`config.mk`:
```
export PLATFORM = sky130hd
export DESIGN_NAME = ysyx_220053_mem_arbiter
export DESIGN_NICKNAME = d
export VERILOG_FILES = /design/src/rtl/ysyx_220053_mem_arbiter.sv
export SDC_FILE = /design/constraint.sdc
export NUM_CORES = 1
export LEC_CHECK = 0
export ABC_AREA = 1
export CORE_AREA = 5 5 209 211
export DETAILED_ROUTE_END_ITERATION = 10
export DIE_AREA = 0 0 214 216
export HOLD_SLACK_MARGIN = 0.06
export SYNTH_ARGS = -nofsm -noshare
export SYNTH_HDL_FRONTEND = slang
export SYNTH_SLANG_ARGS = --single-unit
```
`constraint.sdc`:
```
create_clock -name clk -period 1.6 [get_ports clk]
set_input_delay 0.16 -clock clk [delete_from_list [all_inputs] [get_ports clk]]
set_output_delay 0.16 -clock clk [all_outputs]
set_load 0.01 [all_outputs]
```
`src/rtl/ysyx_220053_mem_arbiter.sv`:
```
// Two-requester arbiter (fetch / data) in front of the single pmem port; one transaction in flight.
// Optional anti-starvation guard for fetch: define YSYX_220053_MEM_ARB_STARVE_GUARD_EN.
module ysyx_220053_mem_arbiter #(
  parameter int AW         = 64,
  parameter int DW         = 64,
  parameter int STARVE_MAX = 4
) (
  input  logic          clk,
  input  logic          rst,
  input  logic          i_req,
  input  logic [AW-1:0] i_addr,
  input  logic          i_kill,
  output logic          i_gnt,
  output logic          i_rvalid,
  output logic [DW-1:0] i_rdata,
  input  logic          d_req,
  input  logic          d_we,
  input  logic [AW-1:0] d_addr,
  input  logic [DW-1:0] d_wdata,
  input  logic [7:0]    d_wmask,
  output logic          d_gnt,
  output logic          d_rvalid,
  output logic [DW-1:0] d_rdata,
  output logic          m_req,
  output logic          m_we,
  output logic [AW-1:0] m_addr,
  output logic [DW-1:0] m_wdata,
  output logic [7:0]    m_wmask,
  input  logic          m_gnt,
  input  logic          m_rvalid,
  input  logic [DW-1:0] m_rdata,
  output logic          busy
);

  typedef enum logic [1:0] {S_IDLE, S_REQ, S_WAIT, S_RESP} state_e;
  typedef enum logic [1:0] {OWN_NONE, OWN_I, OWN_D} owner_e;

  state_e        state_q, state_d;
  owner_e        owner_q, owner_d;
  logic          kill_q, kill_d;
  logic          we_q, we_d;
  logic [AW-1:0] addr_q, addr_d;
  logic [DW-1:0] wdata_q, wdata_d;
  logic [7:0]    wmask_q, wmask_d;
  logic [DW-1:0] rdata_q, rdata_d;
  logic          pick_i;

`ifdef YSYX_220053_MEM_ARB_STARVE_GUARD_EN
  localparam int SCW = ($clog2(STARVE_MAX + 1) < 3) ? 3 : $clog2(STARVE_MAX + 1);
  logic [SCW-1:0] starve_q, starve_d;

  // Fetch overrides data priority once data has won STARVE_MAX times in a row against it.
  assign pick_i = i_req && (!d_req || (starve_q == SCW'(STARVE_MAX)));

  always_comb begin
    starve_d = starve_q;
    if (d_gnt) begin
      starve_d = i_req ? starve_q + SCW'(1) : '0;
    end else if (i_gnt) begin
      starve_d = '0;
    end
  end

  always_ff @(posedge clk or negedge rst) begin
    if (!rst) begin
      starve_q <= '0;
    end else begin
      starve_q <= starve_d;
    end
  end
`else
  assign pick_i = i_req && !d_req;

  if (STARVE_MAX < 0) begin : g_starve_max_unused
  end
`endif

  always_comb begin
    state_d = state_q;
    owner_d = owner_q;
    kill_d  = kill_q;
    we_d    = we_q;
    addr_d  = addr_q;
    wdata_d = wdata_q;
    wmask_d = wmask_q;
    rdata_d = rdata_q;
    i_gnt   = 1'b0;
    d_gnt   = 1'b0;

    unique case (state_q)
      S_IDLE: begin
        kill_d = 1'b0;
        // Grants are gated by rst so every output reads 0 while reset is held.
        if (rst && pick_i) begin
          i_gnt   = 1'b1;
          owner_d = OWN_I;
          kill_d  = i_kill;
          we_d    = 1'b0;
          addr_d  = i_addr;
          wdata_d = '0;
          wmask_d = '0;
          state_d = S_REQ;
        end else if (rst && d_req) begin
          d_gnt   = 1'b1;
          owner_d = OWN_D;
          we_d    = d_we;
          addr_d  = d_addr;
          wdata_d = d_wdata;
          wmask_d = d_wmask;
          state_d = S_REQ;
        end
      end
      S_REQ: begin
        if (owner_q == OWN_I && i_kill) kill_d = 1'b1;
        if (m_gnt) begin
          if (m_rvalid) begin
            rdata_d = we_q ? '0 : m_rdata;
            state_d = S_RESP;
          end else begin
            state_d = S_WAIT;
          end
        end
      end
      S_WAIT: begin
        if (owner_q == OWN_I && i_kill) kill_d = 1'b1;
        if (m_rvalid) begin
          rdata_d = we_q ? '0 : m_rdata;
          state_d = S_RESP;
        end
      end
      S_RESP: begin
        kill_d  = 1'b0;
        owner_d = OWN_NONE;
        state_d = S_IDLE;
      end
      default: state_d = S_IDLE;
    endcase
  end

  always_ff @(posedge clk or negedge rst) begin
    if (!rst) begin
      state_q <= S_IDLE;
      owner_q <= OWN_NONE;
      kill_q  <= 1'b0;
      we_q    <= 1'b0;
      addr_q  <= '0;
      wdata_q <= '0;
      wmask_q <= '0;
      rdata_q <= '0;
    end else begin
      state_q <= state_d;
      owner_q <= owner_d;
      kill_q  <= kill_d;
      we_q    <= we_d;
      addr_q  <= addr_d;
      wdata_q <= wdata_d;
      wmask_q <= wmask_d;
      rdata_q <= rdata_d;
    end
  end

  assign m_req    = (state_q == S_REQ);
  assign m_we     = we_q;
  assign m_addr   = addr_q;
  assign m_wdata  = wdata_q;
  assign m_wmask  = wmask_q;
  assign busy     = (state_q != S_IDLE);
  assign i_rvalid = (state_q == S_RESP) && (owner_q == OWN_I) && !kill_q;
  assign d_rvalid = (state_q == S_RESP) && (owner_q == OWN_D);
  assign i_rdata  = rdata_q;
  assign d_rdata  = rdata_q;

endmodule

```
======== Yosys cells after proc, flatten, opt, wreduce, memory -nomap -nowiden ========
Index checks and enable logic that the tools add are counted.
word-level totals
  bits in registers ....................... 206
operators by class
  eq/ne operators ......................... 9
  reductions and logical operators ........ 19
  multiplexer cells ....................... 29
operators by type and width
  cell                                                                    number
  64-bit two-way mux                                                      7
  64-bit case mux with 2 select lines                                     1
  8-bit two-way mux                                                       2
  2-bit two-way mux                                                       6
  1-bit two-way mux                                                       10
  2-bit case mux with 4 select lines                                      1
  2-bit nonzero test                                                      4
  1-bit logical AND                                                       7
  2-bit equality test (second input constant)                             3
  2-bit AND reduction                                                     3
  2-bit by 1-bit equality test with 1-bit output (second input constant)  2
  2-bit by 1-bit != test with 1-bit output (second input constant)        2
  2-bit case mux with 2 select lines                                      1
  3-bit != test (second input constant)                                   1
  1-bit case mux with 3 select lines                                      1
  3-bit AND reduction                                                     1
  1-bit zero test                                                         2
  2-bit zero test                                                         1
  2-bit != test (second input constant)                                   1
  2-bit OR reduction                                                      1

======== Logic depth before layout (Yosys ltp) ========
Gate-level depths: netlist of the first run.
  depth after elaboration ................. 5
  gate-level depth with buffers ........... 8

======== Worst setup path before layout of the first run ========
OpenSTA, ideal clock, no wires.
  kind .................................... register -> register
  start point ............................. register state_q[0]
  end point ............................... register rdata_q[47], in the netlist d_rdata[47]
  cell stages (with the launch flop) ...... 9
  clock period less this slack ............ 1.530 ns
  data arrival time ....................... 1.447 ns
  path slack .............................. 0.070 ns
  path through ............................ dfrtp_1 > inv_1 > ha_1 > nand2_1 > a21oi_1 > buf_2 > buf_4 > nand3_1 > o21ai_0
on the way
  longest elaborated chain between the ends .. 3
  elaborated cells between the ends (all ways) .. 6
  classes of those cells .................. 3 x eq/ne; 1 x mux; 2 x reduce/logical
ends and longest elaborated chain
  item                                                                                      line  RTL
  from (decl)                                                                               38    state_e state_q, state_d;
  from (signal assigned)                                                                    151   state_q <= state_d;
  2-bit by 1-bit equality test with 1-bit output or 2-bit equality test (tied branches)     90    unique case (state_q)
  2-bit by 1-bit != test with 1-bit output (no line) or 2-bit nonzero test (tied branches)  --
  2-bit AND reduction (no line)                                                             --
  to (signal assigned)                                                                      158   rdata_q <= rdata_d;
  to (decl)                                                                                 45    logic [DW-1:0] rdata_q, rdata_d;
Several ways; a longest one is shown, not always the timed one.
A chain may end at the register's enable or synchronous reset.

======== Final worst setup path of the first run ========
  start point ............................. register state_q[1]
  end point ............................... register rdata_q[28], in the netlist d_rdata[28]
Same word-level chain as after synthesis.

==> results.json, run 1 <==
{
  "status": "finished, violations left",
  "failing_checks": "setup timing",
  "num_io_pins": 543,
  "dp.cells": 2189,
  "antenna_cells_inserted": 0,
  "p_per_area_nw_per_um2": 1688,
  "via_per_inst": 4.203,
  "tritoncts.num_buffers": 25,
  "hold_path.class": "primary input to register",
  "antenna_violations_before_repair": 1,
  "synthToLayoutAreaGrowth_pct": 77.18,
  "clock_insertion_delay_worst_skew_ns": 0.54,
  "clock-skew-final_ns": 0.009102,
  "setup_slack_ns": -0.1787,
  "drc_errors": 0,
  "synth_fp_nets": 1463,
  "synth.ff_latch_count": 206,
  "grt_max_degree": 104,
  "post_synth_fa_ha_maj_area_fraction": 0.006621,
  "tritoncts": "done",
  "synth.area.mux_share": 0,
  "yosys_warnings": 0,
  "post_route_cells_drive_above_1_share": 0.1233,
  "start_util": 0.2273,
  "worst_setup_path_start": "state_q[1]",
  "syn_area_per_cell_um2": 7.967,
  "max_clock_freq_ghz": 0.5622,
  "crit_path_end_kind": "register",
  "number_of_detailed_routing_iterations_run_before_antenna_repair": 5,
  "clock_transition_at_the_registers_of_the_reported_paths_ns": 0.06,
  "synth_top_cell_area_share": 0.5456,
  "rr_endpoint": "d_rdata[28]",
  "fin_worst_hold_slack_ns": 0.1568,
  "gr-total-overflow": 0,
  "synth_top_family_by_area": "simple AND/OR/NAND/NOR gates",
  "rsz_0062_raised_after_global_routing": "yes",
  "timing_hold_violations_final": 0,
  "cts_max_level": 1,
  "synth-xor-area-share": 0,
  "vias": 9524,
  "cts_buffer_depth": 3,
  "top_library_cells_by_usage_in_the_layout_fill_and_taps_aside": "sky130_fd_sc_hd__nand2_1 (616), sky130_fd_sc_hd__clkdlybuf4s50_1 (270), sky130_fd_sc_hd__dlygate4sd2_1 (265)",
  "syn_inst": 1186,
  "cts_num_sinks": 206,
  "post_synth_main_area_contributors": "sky130_fd_sc_hd__dfrtp_1 (55%), sky130_fd_sc_hd__nand2_1 (25%), sky130_fd_sc_hd__buf_4 (6.6%)",
  "avg_wl_per_cell_um": 16.91,
  "place_hpwl_mm": 28.60,
  "gr-usage-all-layers": 0.1530,
  "timing.max_slew.rel_slack": 0.5777,
  "seq_area_frac_synth": 0.5456,
  "max_cap_violations": 0,
  "antenna_left": 0,
  "floorplan.die.width_um": 214,
  "grt_pass1_wl_mm": 57.21,
  "post_synth_simple_gate_area": 0.2883,
  "worst_r2r_startpoint": "state_q[1]",
  "finalCriticalPeriod_ns": 1.779,
  "drt_first_iter_violations": 513,
  "fp-row-count": 75,
  "synth_compound_area_frac": 0.03655,
  "cp_data_arrival_time_ns": 2.24,
  "floorplan.die.height_um": 216,
  "port_buffers": 542,
  "worstRegToRegCells": 11,
  "synth_top_area_cell": "sky130_fd_sc_hd__dfrtp_1",
  "path_max_fanout": 10,
  "number_of_global_route_vias_before_repair": 9807,
  "worstMarginPinSlew_ns": 0.6334,
  "leakage_power_nw": 8.778,
  "netlist_area_um2": 9449,
  "timing.final.crit_share": 1.112,
  "rrSetupSlack_ns": -0.18,
  "yosysUniqueCellTypes": 17,
  "nNetsFinal": 1987,
  "worst-endpoint-required_ns": 2.06,
  "max-vdd-ir-drop_v": 0.0007729,
  "report.final.slew_viol_count": 0,
  "critical_path_class": "register to register",
  "final_gp_congestion": 0.8492,
  "finalSetupViolCount": 70,
  "most_common_cell_after_layout_fill_and_taps_aside": "sky130_fd_sc_hd__nand2_1",
  "root_buffer_cell": "sky130_fd_sc_hd__clkbuf_16",
  "die_area_um2": 46220,
  "layout.cells.non_filler": 2266,
  "core_um2": 41570,
  "utilization": 0.4027,
  "fill_cells": 4313,
  "cp-endpoint": "d_rdata[28]",
  "worstSetupStartpointType": "register",
  "drt_wl_total_mm": 38.33
}
## cell families (layout without fill, tap and decap cells)
family | Yosys count | in the layout
simple gates | 700 | 700
flops | 206 | 206
buf+inv | 206 | 747
compound gates | 69 | 69
fa+ha+maj | 5 | 5
## critical path, cell delays in order (launching register included)
cell and delay (ns):
sky130_fd_sc_hd__dfrtp_1 0.40, sky130_fd_sc_hd__inv_2 0.08, sky130_fd_sc_hd__buf_6 0.12, sky130_fd_sc_hd__ha_4 0.17
sky130_fd_sc_hd__buf_12 0.12, sky130_fd_sc_hd__a21oi_4 0.13, sky130_fd_sc_hd__buf_12 0.14, sky130_fd_sc_hd__buf_12 0.10
sky130_fd_sc_hd__clkbuf_16 0.15, sky130_fd_sc_hd__buf_8 0.12, sky130_fd_sc_hd__nand3_1 0.07, sky130_fd_sc_hd__o21ai_1 0.10
## through the flow
step           worst slack (ns)  TNS [ns]  power [W]  cell area [um^2]
2_1_floorplan           0.07018         0    0.01467              9449
3_3_place_gp           -0.08010    -1.528    0.02239             15310
3_5_place_dp           -0.08878    -4.753    0.02262             15310
4_1_cts                 -0.1352    -2.523    0.02684             16000
5_1_grt                 -0.2389    -10.59    0.03018             16740
6_report                -0.1787    -6.577    0.02826             16740
## layer usage
layer  track usage  vias up  part of all wire
met5             0        -           0.00034
met4       0.05304        2             0.030
met3       0.04232       62             0.070
met2        0.2654      361              0.50
met1        0.1837     4478              0.40
li1              -     4621                 -
## layout make-up
cell class | instances | area, um^2 | share of cell area
clock buffers | 38 | 744.5 | 0.04447
clock inverters | 6 | 56.30 | 0.003363
inverters | 78 | 295.3 | 0.01764
multi-input cells | 774 | 3550 | 0.2120
flip-flops and latches | 206 | 5160 | 0.3082
well taps | 539 | 674.4 | 0.04028
repair buffers | 625 | 6262 | 0.3740
## cells in the mapped netlist
cell,count
sky130_fd_sc_hd__buf_6,6
sky130_fd_sc_hd__ha_1,5
sky130_fd_sc_hd__nand3_1,72
sky130_fd_sc_hd__nand4_1,1
sky130_fd_sc_hd__inv_1,75
sky130_fd_sc_hd__nand2_1,619
sky130_fd_sc_hd__a21oi_1,2
sky130_fd_sc_hd__buf_4,83
sky130_fd_sc_hd__nor2_1,6
sky130_fd_sc_hd__nor2_2,1
sky130_fd_sc_hd__o21ai_0,67
sky130_fd_sc_hd__clkbuf_1,12
sky130_fd_sc_hd__dfrtp_1,206
sky130_fd_sc_hd__buf_1,1
sky130_fd_sc_hd__nor3_1,1
sky130_fd_sc_hd__buf_2,26
sky130_fd_sc_hd__inv_2,3
## sequential cells by signal (all words and copies together) (netlist names)
signal / count
m_we: 1
owner_q: 2
d_rdata: 64
m_wdata: 64
m_addr: 64
state_q: 2
m_wmask: 8
kill_q: 1
## repair_timing
action	4_1_cts	5_1_grt
hold buffers	1	0
gates cloned	0	12
hold endpoints to repair	206	0
pin swaps	6	3
setup buffers	16	4
gates resized for setup	316	144
endpoints found under the setup margin	334	90
## worst min-delay path by stage
| stage | start | end | slack [ns] | cells after the start |
|---|---|---|---|---|
| 6_report | d_wdata[55] | m_wdata[55] | 0.16 | 3 |
| 5_1_grt | d_wdata[38] | m_wdata[38] | 0.14 | 3 |
| 4_1_cts | d_wdata[62] | m_wdata[62] | 0.12 | 3 |
| 3_5_place_dp | rst | d_rdata[50] | 0.41 | 3 |
| 3_3_place_gp | rst | d_rdata[55] | 0.41 | 3 |
| 2_1_floorplan | rst | d_rdata[0] | -0.14 | 0 |
## power by group
group / total, W / internal (W) / switching (W) / leakage, nW
clock network: 0.00554 / 0.00322 / 0.00231 / 0.389
registers: 0.00885 / 0.00742 / 0.00144 / 2.63
logic: 0.0139 / 0.00678 / 0.00709 / 5.76
Note: power is estimated with default switching activity, not from simulation.
==> run 2, diff against run 1 <==
--- a/config.mk
+++ b/config.mk
@@ -10,6 +10,7 @@
 export DETAILED_ROUTE_END_ITERATION = 10
 export DIE_AREA = 0 0 214 216
 export HOLD_SLACK_MARGIN = 0.06
+export PLACE_DENSITY_LB_ADDON = 0.25
 export SYNTH_ARGS = -nofsm -noshare
 export SYNTH_HDL_FRONTEND = slang
 export SYNTH_SLANG_ARGS = --single-unit
==> run 2 against run 1 <==
Net effect:
- the run still ends with setup timing left
- core utilization shrank 1.4 points
- clock skew increased by 0.0068 ns
- count of clock-buffer cells in the layout fell by 2
- final area shrank 3.5%
- worst hold slack worse by 0.0064 ns
- total power shrank 4.6%
- setup slack improved by 0.083 ns
- fmax up 4.9%
- largest power group unchanged
- non-clock buffer count is 17 lower
- critical path type is now register to primary output
- first-iteration DRC count shrank 6.8%
==> results.json, run 2 (synthesis results as in run 1) <==
{
  "die_area_um2": 46220,
  "crit_path_frequent_cell": "sky130_fd_sc_hd__inv_2",
  "grt_max_degree": 111,
  "critical_path_class": "register to primary output",
  "p_per_area_nw_per_um2": 1670,
  "num_io_pins": 543,
  "drc_errors": 0,
  "finalSetupViolCount": 6,
  "clock_insertion_delay_worst_skew_ns": 0.54,
  "start_util": 0.2273,
  "path_max_fanout": 3,
  "post_route_cells_drive_above_1_share": 0.08416,
  "top_library_cells_by_usage_in_the_layout_fill_and_taps_aside": "sky130_fd_sc_hd__nand2_1 (617), sky130_fd_sc_hd__clkdlybuf4s50_1 (270), sky130_fd_sc_hd__dlygate4sd2_1 (260)",
  "timing.final.crit_share": 1.060,
  "port_buffers": 542,
  "most_common_cell_after_layout_fill_and_taps_aside": "sky130_fd_sc_hd__nand2_1",
  "worstMarginPinSlew_ns": 0.6673,
  "floorplan.die.height_um": 216,
  "cpPeakStageDelay_ns": 0.43,
  "avg_wl_per_cell_um": 16.74,
  "total_power_w": 0.02697,
  "utilization": 0.3885,
  "clock_transition_at_the_registers_of_the_reported_paths_ns": 0.06,
  "antenna_left": 0,
  "status": "finished, violations left",
  "gr-total-overflow": 0,
  "hold_path.class": "primary input to register",
  "clock-skew-final_ns": 0.01594,
  "timing.max_slew.rel_slack": 0.5551,
  "antenna_violations_before_repair": 2,
  "drt_first_iter_violations": 478,
  "tritoncts.num_buffers": 26,
  "via_per_inst": 4.109,
  "tritoncts": "done",
  "worstSetupStartpointType": "register",
  "cts_max_level": 1,
  "report.final.slew_viol_count": 0,
  "fill_cells": 4400,
  "critical_path.slowest_cell": "sky130_fd_sc_hd__dfrtp_1",
  "crit_path_end_kind": "primary output",
  "worst_setup_path_start": "state_q[1]",
  "cell_by_cell_trace_of_the_critical_path": "inv_2 -> ha_4 -> inv_2 -> nor2_4 -> buf_6",
  "worst-endpoint-required_ns": 1.44,
  "core_um2": 41570,
  "grt_pass1_wl_mm": 57.00,
  "rsz_0062_raised_after_global_routing": "yes",
  "floorplan.die.width_um": 214,
  "fp-row-count": 75,
  "leakage_power_nw": 8.577,
  "finalCriticalPeriod_ns": 1.695,
  "max-vdd-ir-drop_v": 0.0006291,
  "number_of_detailed_routing_iterations_run_before_antenna_repair": 5,
  "cell_area_after_layout_um2": 16150,
  "max_clock_freq_ghz": 0.5899,
  "final_gp_congestion": 0.8377,
  "nNetsFinal": 1971,
  "drt_wl_total_mm": 37.68,
  "cp_data_arrival_time_ns": 1.54,
  "cts_buffer_depth": 3,
  "setup_slack_ns": -0.09529,
  "worst_r2r_startpoint": "state_q[1]",
  "root_buffer_cell": "sky130_fd_sc_hd__clkbuf_16",
  "number_of_global_route_vias_before_repair": 9615,
  "timing_hold_violations_final": 0,
  "hold_path_startpoint": "d_wdata[55]",
  "max_cap_violations": 0,
  "vias": 9250,
  "synthToLayoutAreaGrowth_pct": 70.91,
  "place_hpwl_mm": 27.35,
  "dp_worst_setup_slack_ns": -0.1276,
  "crit_family": "flip-flops",
  "placed_cell_area_um2": 15230,
  "cp_num_buf_inv": 3,
  "failing_checks": "setup timing",
  "fin_worst_hold_slack_ns": 0.1504,
  "gr-usage-all-layers": 0.1537,
  "cts_num_sinks": 206
}
## run 2: changes by cell type in the layout (fill, tap and decap cells not counted), moves of 6 or more
cell | before | now
sky130_fd_sc_hd__o21ai_0 | 4 | 40
sky130_fd_sc_hd__buf_8 | 7 | 1
sky130_fd_sc_hd__nand3_2 | 44 | 5
sky130_fd_sc_hd__o21ai_1 | 48 | 25
sky130_fd_sc_hd__clkbuf_16 | 36 | 30
sky130_fd_sc_hd__nand3_1 | 23 | 67
sky130_fd_sc_hd__o21ai_2 | 15 | 2
## run 2: timing repair
item                       in CTS  in global routing
buffers inserted               19                  3
gates resized for setup       321                 50
pin swaps                       4                  5
setup endpoints to repair     295                 53
hold buffers                    1                  0
gates cloned                    0                  4
hold endpoints to repair      188                  0
## run 2: routing by layer
layer  vias to the layer above  global-route usage  wire length [um]
li1                       4566                   -                 -
met1                      4277              0.1792             14900
met2                       351              0.2748             19070
met3                        52             0.05101              2960
met4                         4             0.03629               721
met5                         -                   0                23
## run 2: report_power, final
group          total [W]  internal [W]  switching [W]
Clock            0.00583       0.00353        0.00230
Combinational     0.0124       0.00582        0.00654
Sequential       0.00879       0.00742        0.00137
## run 2: path summary, 6_finish.rpt
| kind | depth (start not counted) | endpoint | slack [ns] |
|---|---|---|---|
| min in group asynchronous | 3 | d_rdata[48] | 0.19 |
| hold / removal | 3 | m_wdata[55] | 0.15 |
| setup / recovery | 5 | d_gnt | -0.1 |
| max in group asynchronous | 4 | m_addr[50] | 0.51 |
| setup reg to reg | 8 | d_rdata[37] | 0 |
| hold reg to reg | 2 | m_wdata[48] | 0.46 |
## run 2: final cells by class
| cell class | instances | area, um^2 | share of cell area |
|---|---|---|---|
| Antenna cell | 1 | 2.502 | 0.0001550 |
| Inverter | 78 | 295.3 | 0.01828 |
| Tap cell | 539 | 674.4 | 0.04176 |
| Clock buffer | 36 | 738.2 | 0.04571 |
| Multi-Input combinational cell | 774 | 3264 | 0.2021 |
| Sequential cell | 206 | 5160 | 0.3195 |
| Timing Repair Buffer | 608 | 5902 | 0.3655 |
| Clock inverter | 9 | 112.6 | 0.006973 |
## run 2: worst min-delay path, delay by kind of cell
family                 cells  cell delay [ns]
buffers and inverters      1             0.39
and+or+nand+nor            2             0.10
## run 2: metrics by stage
stage,setup TNS (ns),instances
6_report,-0.3837,2251
5_1_grt,-5.797,2250
4_1_cts,-0.8609,2246
3_5_place_dp,-8.324,2181
3_3_place_gp,-7.613,2181
2_1_floorplan,0,1186
